**src/rtl/torque_led_display.sv**
```systemverilog
// torque_led_display: bar-graph torque indicator for two LED banks.
// Shows a ramped bar whose shape follows the debounced motor direction.
// Runs an idle chase when there is no torque.
// An emergency stop overrides everything with a blink.
module torque_led_display #(
    parameter int N_LED       = 9,
    parameter int MAG_W       = 4,
    parameter int TICK_DIV    = 500000,
    parameter int HOLD_TICKS  = 3,
    parameter int BLINK_TICKS = 8
) (
    input  logic             clk,
    input  logic             reset,
    input  logic [1:0]       direc,
    input  logic [MAG_W-1:0] mag,
    input  logic             estop,
    output logic [N_LED-1:0] left_LED,
    output logic [N_LED-1:0] right_LED,
    output logic [1:0]       dir_shown
);

    localparam int LW = $clog2(N_LED + 1);
    localparam int PW = $clog2(2 * N_LED);
    localparam int TW = MAG_W + LW + 1;
    localparam int CW = (TICK_DIV > 1) ? $clog2(TICK_DIV) : 1;
    localparam int HW = $clog2(HOLD_TICKS + 1);
    localparam int BW = $clog2(BLINK_TICKS + 1);

    typedef enum logic [1:0] {ST_IDLE, ST_RUN, ST_ESTOP} state_t;

    state_t          state_reg, state_next;
    logic [CW-1:0]   presc_reg;
    logic [LW-1:0]   level_reg, level_next;
    logic [PW-1:0]   pos_reg, pos_next;
    logic [1:0]      dir_reg, dir_next;
    logic [1:0]      cand_reg, cand_next;
    logic [HW-1:0]   hold_reg, hold_next, hold_calc;
    logic [BW-1:0]   phase_reg, phase_next;
    logic            blink_reg, blink_next;
    logic            tick;
    logic            commit;
    logic [LW-1:0]   step;
    logic [LW-1:0]   half_level;
    logic [TW-1:0]   prod;
    logic [LW-1:0]   tgt;
    logic [N_LED-1:0] f_full, f_half, r_full, chase_l, chase_r;
    logic [N_LED-1:0] left_next, right_next;

    // Rounded-up scaling so any nonzero magnitude lights at least one LED.
    assign prod       = TW'(mag) * TW'(N_LED) + TW'((2 ** MAG_W) - 1);
    assign tgt        = LW'(prod >> MAG_W);
    assign tick       = (presc_reg == CW'(TICK_DIV - 1));
    assign half_level = level_reg >> 1;
    assign dir_shown  = dir_reg;

    genvar gi;
    generate
        for (gi = 0; gi < N_LED; gi++) begin : g_bar
            assign f_full[gi]  = (LW'(gi) < level_reg);
            assign f_half[gi]  = (LW'(gi) < half_level);
            assign r_full[gi]  = (((LW+1)'(gi) + {1'b0, level_reg}) >= (LW+1)'(N_LED));
            assign chase_l[gi] = (pos_reg == PW'(gi));
            assign chase_r[gi] = (pos_reg == PW'(gi + N_LED));
        end
    endgenerate

    // Free-running display tick prescaler.
    always_ff @(posedge clk) begin
        if (reset) presc_reg <= '0;
        else       presc_reg <= tick ? '0 : presc_reg + 1'b1;
    end

    // Next-state logic: estop override, debounce, ramp and chase.
    always_comb begin
        state_next = state_reg;
        level_next = level_reg;
        pos_next   = pos_reg;
        dir_next   = dir_reg;
        cand_next  = cand_reg;
        hold_next  = hold_reg;
        phase_next = phase_reg;
        blink_next = blink_reg;
        commit     = 1'b0;
        if (level_reg < tgt)      step = level_reg + 1'b1;
        else if (level_reg > tgt) step = level_reg - 1'b1;
        else                      step = level_reg;
        if (direc == dir_reg)       hold_calc = '0;
        else if (direc == cand_reg) hold_calc = hold_reg + 1'b1;
        else                        hold_calc = HW'(1);

        if (estop) begin
            if (state_reg != ST_ESTOP) begin
                state_next = ST_ESTOP;
                phase_next = '0;
                blink_next = 1'b1;
            end else if (tick) begin
                if (phase_reg == BW'(BLINK_TICKS - 1)) begin
                    phase_next = '0;
                    blink_next = ~blink_reg;
                end else begin
                    phase_next = phase_reg + 1'b1;
                end
            end
        end else if (state_reg == ST_ESTOP) begin
            state_next = ST_IDLE;
            level_next = '0;
            pos_next   = '0;
        end else if (tick) begin
            if (direc != dir_reg && direc != cand_reg) cand_next = direc;
            hold_next = hold_calc;
            if (hold_calc == HW'(HOLD_TICKS)) begin
                commit    = 1'b1;
                dir_next  = cand_next;
                hold_next = '0;
            end
            case (state_reg)
                ST_IDLE: begin
                    if (tgt != '0) begin
                        state_next = ST_RUN;
                        level_next = commit ? LW'(0) : LW'(1);
                    end else begin
                        pos_next = (pos_reg == PW'(2 * N_LED - 1)) ? '0 : pos_reg + 1'b1;
                    end
                end
                ST_RUN: begin
                    level_next = commit ? '0 : step;
                    // A fresh direction restarts the ramp but keeps RUN while torque remains.
                    if ((commit || step == '0) && tgt == '0) begin
                        state_next = ST_IDLE;
                        pos_next   = '0;
                    end
                end
                default: ;
            endcase
        end
    end

    // State register bank.
    always_ff @(posedge clk) begin
        if (reset) begin
            state_reg <= ST_IDLE;
            level_reg <= '0;
            pos_reg   <= '0;
            dir_reg   <= 2'b00;
            cand_reg  <= 2'b00;
            hold_reg  <= '0;
            phase_reg <= '0;
            blink_reg <= 1'b0;
        end else begin
            state_reg <= state_next;
            level_reg <= level_next;
            pos_reg   <= pos_next;
            dir_reg   <= dir_next;
            cand_reg  <= cand_next;
            hold_reg  <= hold_next;
            phase_reg <= phase_next;
            blink_reg <= blink_next;
        end
    end

    // Pattern decode of the current state.
    always_comb begin
        left_next  = '0;
        right_next = '0;
        case (state_reg)
            ST_IDLE: begin
                left_next  = chase_l;
                right_next = chase_r;
            end
            ST_RUN: begin
                case (dir_reg)
                    2'b00:   begin left_next = f_full; right_next = f_full; end
                    2'b01:   begin left_next = r_full; right_next = r_full; end
                    2'b10:   begin left_next = f_half; right_next = f_full; end
                    default: begin left_next = f_full; right_next = f_half; end
                endcase
            end
            ST_ESTOP: begin
                left_next  = {N_LED{blink_reg}};
                right_next = {N_LED{blink_reg}};
            end
            default: ;
        endcase
    end

    // Registered LED outputs.
    always_ff @(posedge clk) begin
        if (reset) begin
            left_LED  <= '0;
            right_LED <= '0;
        end else begin
            left_LED  <= left_next;
            right_LED <= right_next;
        end
    end

endmodule
```
**config.mk**
```make
export PLATFORM = sky130hd
export DESIGN_NAME = torque_led_display
export DESIGN_NICKNAME = d
export VERILOG_FILES = /design/src/rtl/torque_led_display.sv
export SDC_FILE = /design/constraint.sdc
export NUM_CORES = 1
export LEC_CHECK = 0
export ABC_AREA = 1
export CELL_PAD_IN_SITES_DETAIL_PLACEMENT = 0
export CELL_PAD_IN_SITES_GLOBAL_PLACEMENT = 1
export CORE_MARGIN = 4
export CORE_UTILIZATION = 39
export DETAILED_ROUTE_END_ITERATION = 8
export GPL_TIMING_DRIVEN = 0
export PLACE_DENSITY = 0.74
export SYNTH_ARGS = -nofsm -noshare
export SYNTH_HDL_FRONTEND = slang
export SYNTH_SLANG_ARGS = --single-unit
```
**constraint.sdc**
```tcl
create_clock -name clk -period 2.7 [get_ports clk]
set_clock_uncertainty 0.1 [all_clocks]
set_input_delay 0.405 -clock clk [delete_from_list [all_inputs] [get_ports clk]]
set_output_delay 0.405 -clock clk [all_outputs]
set_load 0.005 [all_outputs]
```
==> flow_metrics.env, run 1 <==
export IMPL_die_area_um2=12600
export IMPL_clk_insertion_delay_late_ns=0.34
export IMPL_vias=4131
export IMPL_drt_pass1_iter_count=4
export IMPL_cp_required_ns=2.83
export IMPL_worstMarginPinSlew_ns=0.519
export IMPL_clk_pin_slew_ns=0.07
export IMPL_async_reset_ff_share_pct=0
export IMPL_cap_viol_max_count=0
export IMPL_fin_nets=720
export IMPL_start_util_pct=40.7
export IMPL_finalHoldViolations=0
export IMPL_portBuffers=28
export IMPL_nFillCells=1094
export IMPL_grt_max_degree=14
export IMPL_synth_distinct_cells=43
export IMPL_fin_ws_ns=-0.0943
export IMPL_synth_top_cells_by_area="dfxtp_1 28%, ha_1 13%, nand2_1 11%, a21oi_1 7.5%, inv_1 6.4%"
export IMPL_synthToLayoutAreaGrowth_pct=20.8
export IMPL_largest_reg_flops=19
export IMPL_core_area_um2=10500
export IMPL_grt_pass1_vias=3958
export IMPL_postRouteAntennaNets=0
export IMPL_die_h_um=112
export IMPL_hp_class="reg2reg"
export IMPL_rows=37
export IMPL_period_share_pct=103
export IMPL_tns_ns=-0.527
export IMPL_grt_pass1_wl_mm=18.7
export IMPL_seq_area_um2=1180
export IMPL_viasPerCell=5.12
export IMPL_die_width_um=112
export IMPL_outcome="finished, violations left"
export IMPL_drc=0
export IMPL_globalRoute_totalOverflow=0
export IMPL_worst_setup_path_type="in2reg"
export IMPL_cp_end_kind="flop"
export IMPL_antennaDiodeCount=0
export IMPL_whs_ns=0.368
export IMPL_drt_initial_drc_count=143
export IMPL_yosysTopAreaCell="dfxtp_1"
export IMPL_r2r_setup_slack_ns=0.24
export IMPL_antenna_found_initial=0
export IMPL_rr_startpoint="level_reg[3]"
export IMPL_pin_count=29
export IMPL_drv_slew=0
export IMPL_cts_sinks=59
export IMPL_ys_seq_elements=59
export IMPL_synth_top_area_share_pct=27.8
export IMPL_clock_path_buffers=2
export IMPL_finalSetupViolations=7
export IMPL_multi_input_area_um2=2830
export IMPL_synth_seq_area_share_pct=27.8
export IMPL_htreeDepth=3
export IMPL_rsz0062_at_grt="yes"
export IMPL_drive_above_1_share_pct=13.6
export IMPL_period_minus_slack_ns=2.79
export IMPL_crit_start="mag[1]"
export IMPL_place_gp_congestion=0.899
export IMPL_ir_drop_uv=260
export IMPL_cellPowerDensity_nw_per_um2=502
export IMPL_worstHoldStart="presc_reg[0]"
export IMPL_synth_nets=678
export IMPL_dp_hpwl_mm=8.58
export IMPL_synth_cells=624
export IMPL_timing_critical_path_arrival_ns=2.93
export IMPL_fmax_mhz=358
export IMPL_slew_headroom_pct=65.0
export IMPL_worst_setup_path_start_kind="primary input"
export IMPL_violations="setup timing"
export IMPL_routedWlPerCell_um=13.6
export IMPL_wl_mm=11.0
export IMPL_synth_flop_cell="dfxtp_1"
export IMPL_synth_edf_count=0
export IMPL_avgSynthCellArea_um2=6.82
export IMPL_numCtsBuffers=9
export IMPL_syn_area_um2=4260
export IMPL_power_leakage_nw=2.16
export IMPL_root_buffer="clkbuf_8"
export IMPL_yosys_warnings=0
export IMPL_track_usage_pct=17.9
export IMPL_cts_tree="built"
export IMPL_cp_max_fo=7
## cells in the mapped netlist, types with 2 or more instances
cell and count:
nand3_2 3, nand2_1 122, nor2_4 4, inv_2 13, o21ai_0 26, a221oi_1 2
nor3b_1 4, and3_1 2, dfxtp_1 59, nor2_1 61, a211oi_1 6, ha_1 45
xnor2_1 2, xor2_1 6, o22ai_1 3, o211ai_1 9, buf_2 5, a21oi_1 64
nand3b_1 4, or2_0 2, nor3_2 3, nor3_1 10, nand3_1 41, inv_1 73
a31oi_1 10, nand2_2 5, clkbuf_1 7, o21a_1 3, o21ai_1 6, nand4_1 8
nor2_2 4
## power by group
part           switching, W  total [W]  internal, W
Clock              0.000365    0.00100     0.000638
Combinational      0.000391   0.000636     0.000245
Sequential        0.0000349   0.000942     0.000907
## worst max-delay path: stages
cell     delay (ns)
buf_12         0.09
inv_12         0.03
ha_4           0.25
inv_2          0.04
ha_4           0.28
nand2_2        0.05
inv_2          0.05
nand2_2        0.06
nand2_2        0.07
nand2_2        0.06
xor2_1         0.16
ha_1           0.27
nand2_1        0.06
inv_2          0.10
nand3_4        0.11
inv_4          0.09
nand2_2        0.04
nand2_1        0.06
nand2_2        0.06
nor2_1         0.09
nand2_1        0.10
nand2_4        0.11
nand3_4        0.12
nor2_1         0.12
nor2_1         0.05
## per-layer routing
| layer | global-route usage, % | part of all wire [%] |
|---|---|---|
| met5 | 0 | 0 |
| met4 | 6.57 | 2.4 |
| met3 | 4.37 | 3.4 |
| met2 | 29.9 | 47 |
| met1 | 22.3 | 48 |
## final cells by class
class                           count  area share [%]
Sequential cell                    59            23.0
Buffer                             13            1.12
Multi-Input combinational cell    464            55.0
Tap cell                          136            3.31
Clock buffer                       10            2.68
Clock inverter                      6            2.19
Inverter                           88            6.77
Timing Repair Buffer               31            5.91
## path summary, 6_finish.rpt
| path | endpoint | cells past startpoint |
|---|---|---|
| setup / recovery | pos_reg[1] | 25 |
| hold / removal | presc_reg[0] | 1 |
| setup reg to reg | right_LED[8] | 10 |
| hold reg to reg | presc_reg[0] | 1 |
## metrics by stage
step	util, %	worst slack (ns)	std cells	instance area [um^2]	total power, W
6_report	49.1	-0.0943	807	5140	0.00258
5_1_grt	49.1	-0.280	807	5140	0.00274
2_1_floorplan	-	-0.125	624	4340	0.00138
3_5_place_dp	45.8	-1.18	788	4790	0.00155
4_1_cts	48.9	-0.0603	806	5120	0.00260
3_3_place_gp	45.8	-1.11	788	4790	0.00154
## kinds of logic after synthesis
kind of cell | count (synthesis) | share of synthesized area, %
buffers and inverters | 101 | 9.11
flip-flops | 59 | 27.8
XOR/XNOR | 8 | 1.65
adder cells (fa/ha/maj) | 45 | 13.2
AND/OR/NAND/NOR | 279 | 30.9
AO/OA/AOI/OAI | 132 | 17.4
## cell usage in the layout (no fill, tap or decap), drive strengths merged, types with 2 or more instances in the layout
cell type,n
o21ai,32
nand4,9
a211oi,6
dfxtp,59
buf,11
clkdlybuf4s50,24
or2,2
and3,2
nor3,14
nand3b,5
o211ai,9
bufinv,3
o22ai,3
a21oi,65
nand2,128
nor2,69
o21a,3
xor2,6
a31oi,10
clkbuf,19
a221oi,2
clkinvlp,3
nor3b,4
nand3,45
xnor2,2
ha,45
inv,87
## what timing repair did
item                                    in CTS  in global routing
setup buffers                                2                  1
pin swaps                                   13                  4
endpoints found under the setup margin      12                  9
gates resized for setup                     35                  8
hold buffers                                 0                  0
No activity file was read; power rests on OpenSTA's default activity.
==> run 2, diff against run 1 <==
Settings changed: CTS_CLUSTER_SIZE from default to 8.
==> results of run 2 <==
Same layout as run 1: the final DEF is identical, and so are final timing and power.
==> RTL change, RTL diff (config.mk and constraints of run 1) <==
Encoding of `state_t`: now one-hot (3 bits for 3 states).
--- a/src/rtl/torque_led_display.sv
+++ b/src/rtl/torque_led_display.sv
@@ -27,5 +27,5 @@
     localparam int BW = $clog2(BLINK_TICKS + 1);
 
-    typedef enum logic [1:0] {ST_IDLE, ST_RUN, ST_ESTOP} state_t;
+    typedef enum logic [2:0] {ST_IDLE = 3'b001, ST_RUN = 3'b010, ST_ESTOP = 3'b100} state_t;
 
     state_t          state_reg, state_next;
Function: no difference found for any inputs over 10 cycles, from zero or initial values and one cycle with reset high; not proved beyond that.
==> RTL change against run 1 <==
Routed wire length up 0.81%; the flow still finishes with violations (setup timing); critical endpoint is now state_reg[1]; final area down 1.6%; area after synthesis down 2.2%; synthesized cell count down 4.6%; sequential cell count up 1; setup slack worse by 0.090 ns; global-route usage up 0.55 points; fmax down 3.1%.
Power is not compared: it rests on default switching activity, and its combinational part moved more than twofold at a synthesized area within 25%.
==> RTL change: results <==
export IMPL_synth_cell_types=42
export IMPL_violations="setup timing"
export IMPL_synth_area_top_cells="dfxtp_1, ha_1, nand2_1"
export IMPL_hold_start="presc_reg[0]"
export IMPL_r2r_slack_ns=0.15
export IMPL_timing_rr_end="right_LED[0]"
export IMPL_met1_usage_pct=26.4
export IMPL_synth_compound_area_share_pct=17.2
export IMPL_drt_iter0_drc=333
export IMPL_grt_pass1_vias=3834
export IMPL_synth_xor_area_share_pct=2.95
export IMPL_synthAdderAreaFrac_pct=12.0
export IMPL_globalRouteMet3Util_pct=3.49
export IMPL_drive_gt1_share_pct=15.8
export IMPL_setup_viol=8
export IMPL_synth_common_cells="nand2_1, inv_1, nor2_1"
export IMPL_hold_end="presc_reg[0]"
export IMPL_outcome="finished, violations left"
export IMPL_reg2reg_depth=9
export IMPL_nNetsFinal=691
export IMPL_finalSetupTns_ns=-1.30
export IMPL_route_met2_wl_mm=5.00
export IMPL_cts_resized=33
export IMPL_pre_cts_ws_ns=-1.20
export IMPL_dr_pass1_iters=5
export IMPL_yosysSeqAreaShare_pct=28.9
export IMPL_wl_met1_mm=5.62
export IMPL_gp_congestion=0.886
export IMPL_cp_endpoint="state_reg[1]"
export IMPL_wl_met3_um=380
export IMPL_use_met2_pct=28.1
export IMPL_grt_first_pass_wirelength_mm=18.8
export IMPL_synth_nets=644
export IMPL_post_dp_cell_area_um2=4720
export IMPL_track_usage_pct=18.4
export IMPL_postCtsSetupRepairBufs=5
export IMPL_vias_per_cell=5.16
export IMPL_cts_root_buf="clkbuf_8"
export IMPL_routed_wl_mm=11.1
export IMPL_layout_setup_ws_ns=-0.184
export IMPL_crit_path_max_fanout=4
export IMPL_grt_max_degree=13
==> RTL change: changes by cell type in the layout (fill, tap and decap cells not counted), moves of 5 or more <==
| cell | before | now |
|---|---|---|
| inv_2 | 15 | 7 |
| a21oi_1 | 63 | 57 |
| ha_1 | 40 | 35 |
| o21ai_0 | 25 | 31 |
| buf_4 | 3 | 8 |
| nand3_2 | 5 | 11 |
| nand2_1 | 113 | 93 |
| o21ai_1 | 7 | 1 |
| nand3_1 | 38 | 29 |
| nand2_2 | 11 | 17 |
==> RTL change: cell type report <==
class,instances,area (um^2)
Multi-Input combinational cell,443,2790
Clock buffer,14,183
Buffer,10,42.5
Timing Repair Buffer,36,340
Fill cell,1065,5310
Inverter,82,320
Tap cell,136,170
Sequential cell,60,1200
Clock inverter,1,5.00
==> RTL change: metrics by stage <==
step	std cells	hold slack [ns]	power, W
after CTS	779	0.364	0.00200
after global routing	782	0.401	0.00210
after global placement	759	0.329	0.00119
after detailed placement	759	0.347	0.00120
final	782	0.357	0.00198
after floorplan	595	0.318	0.00112
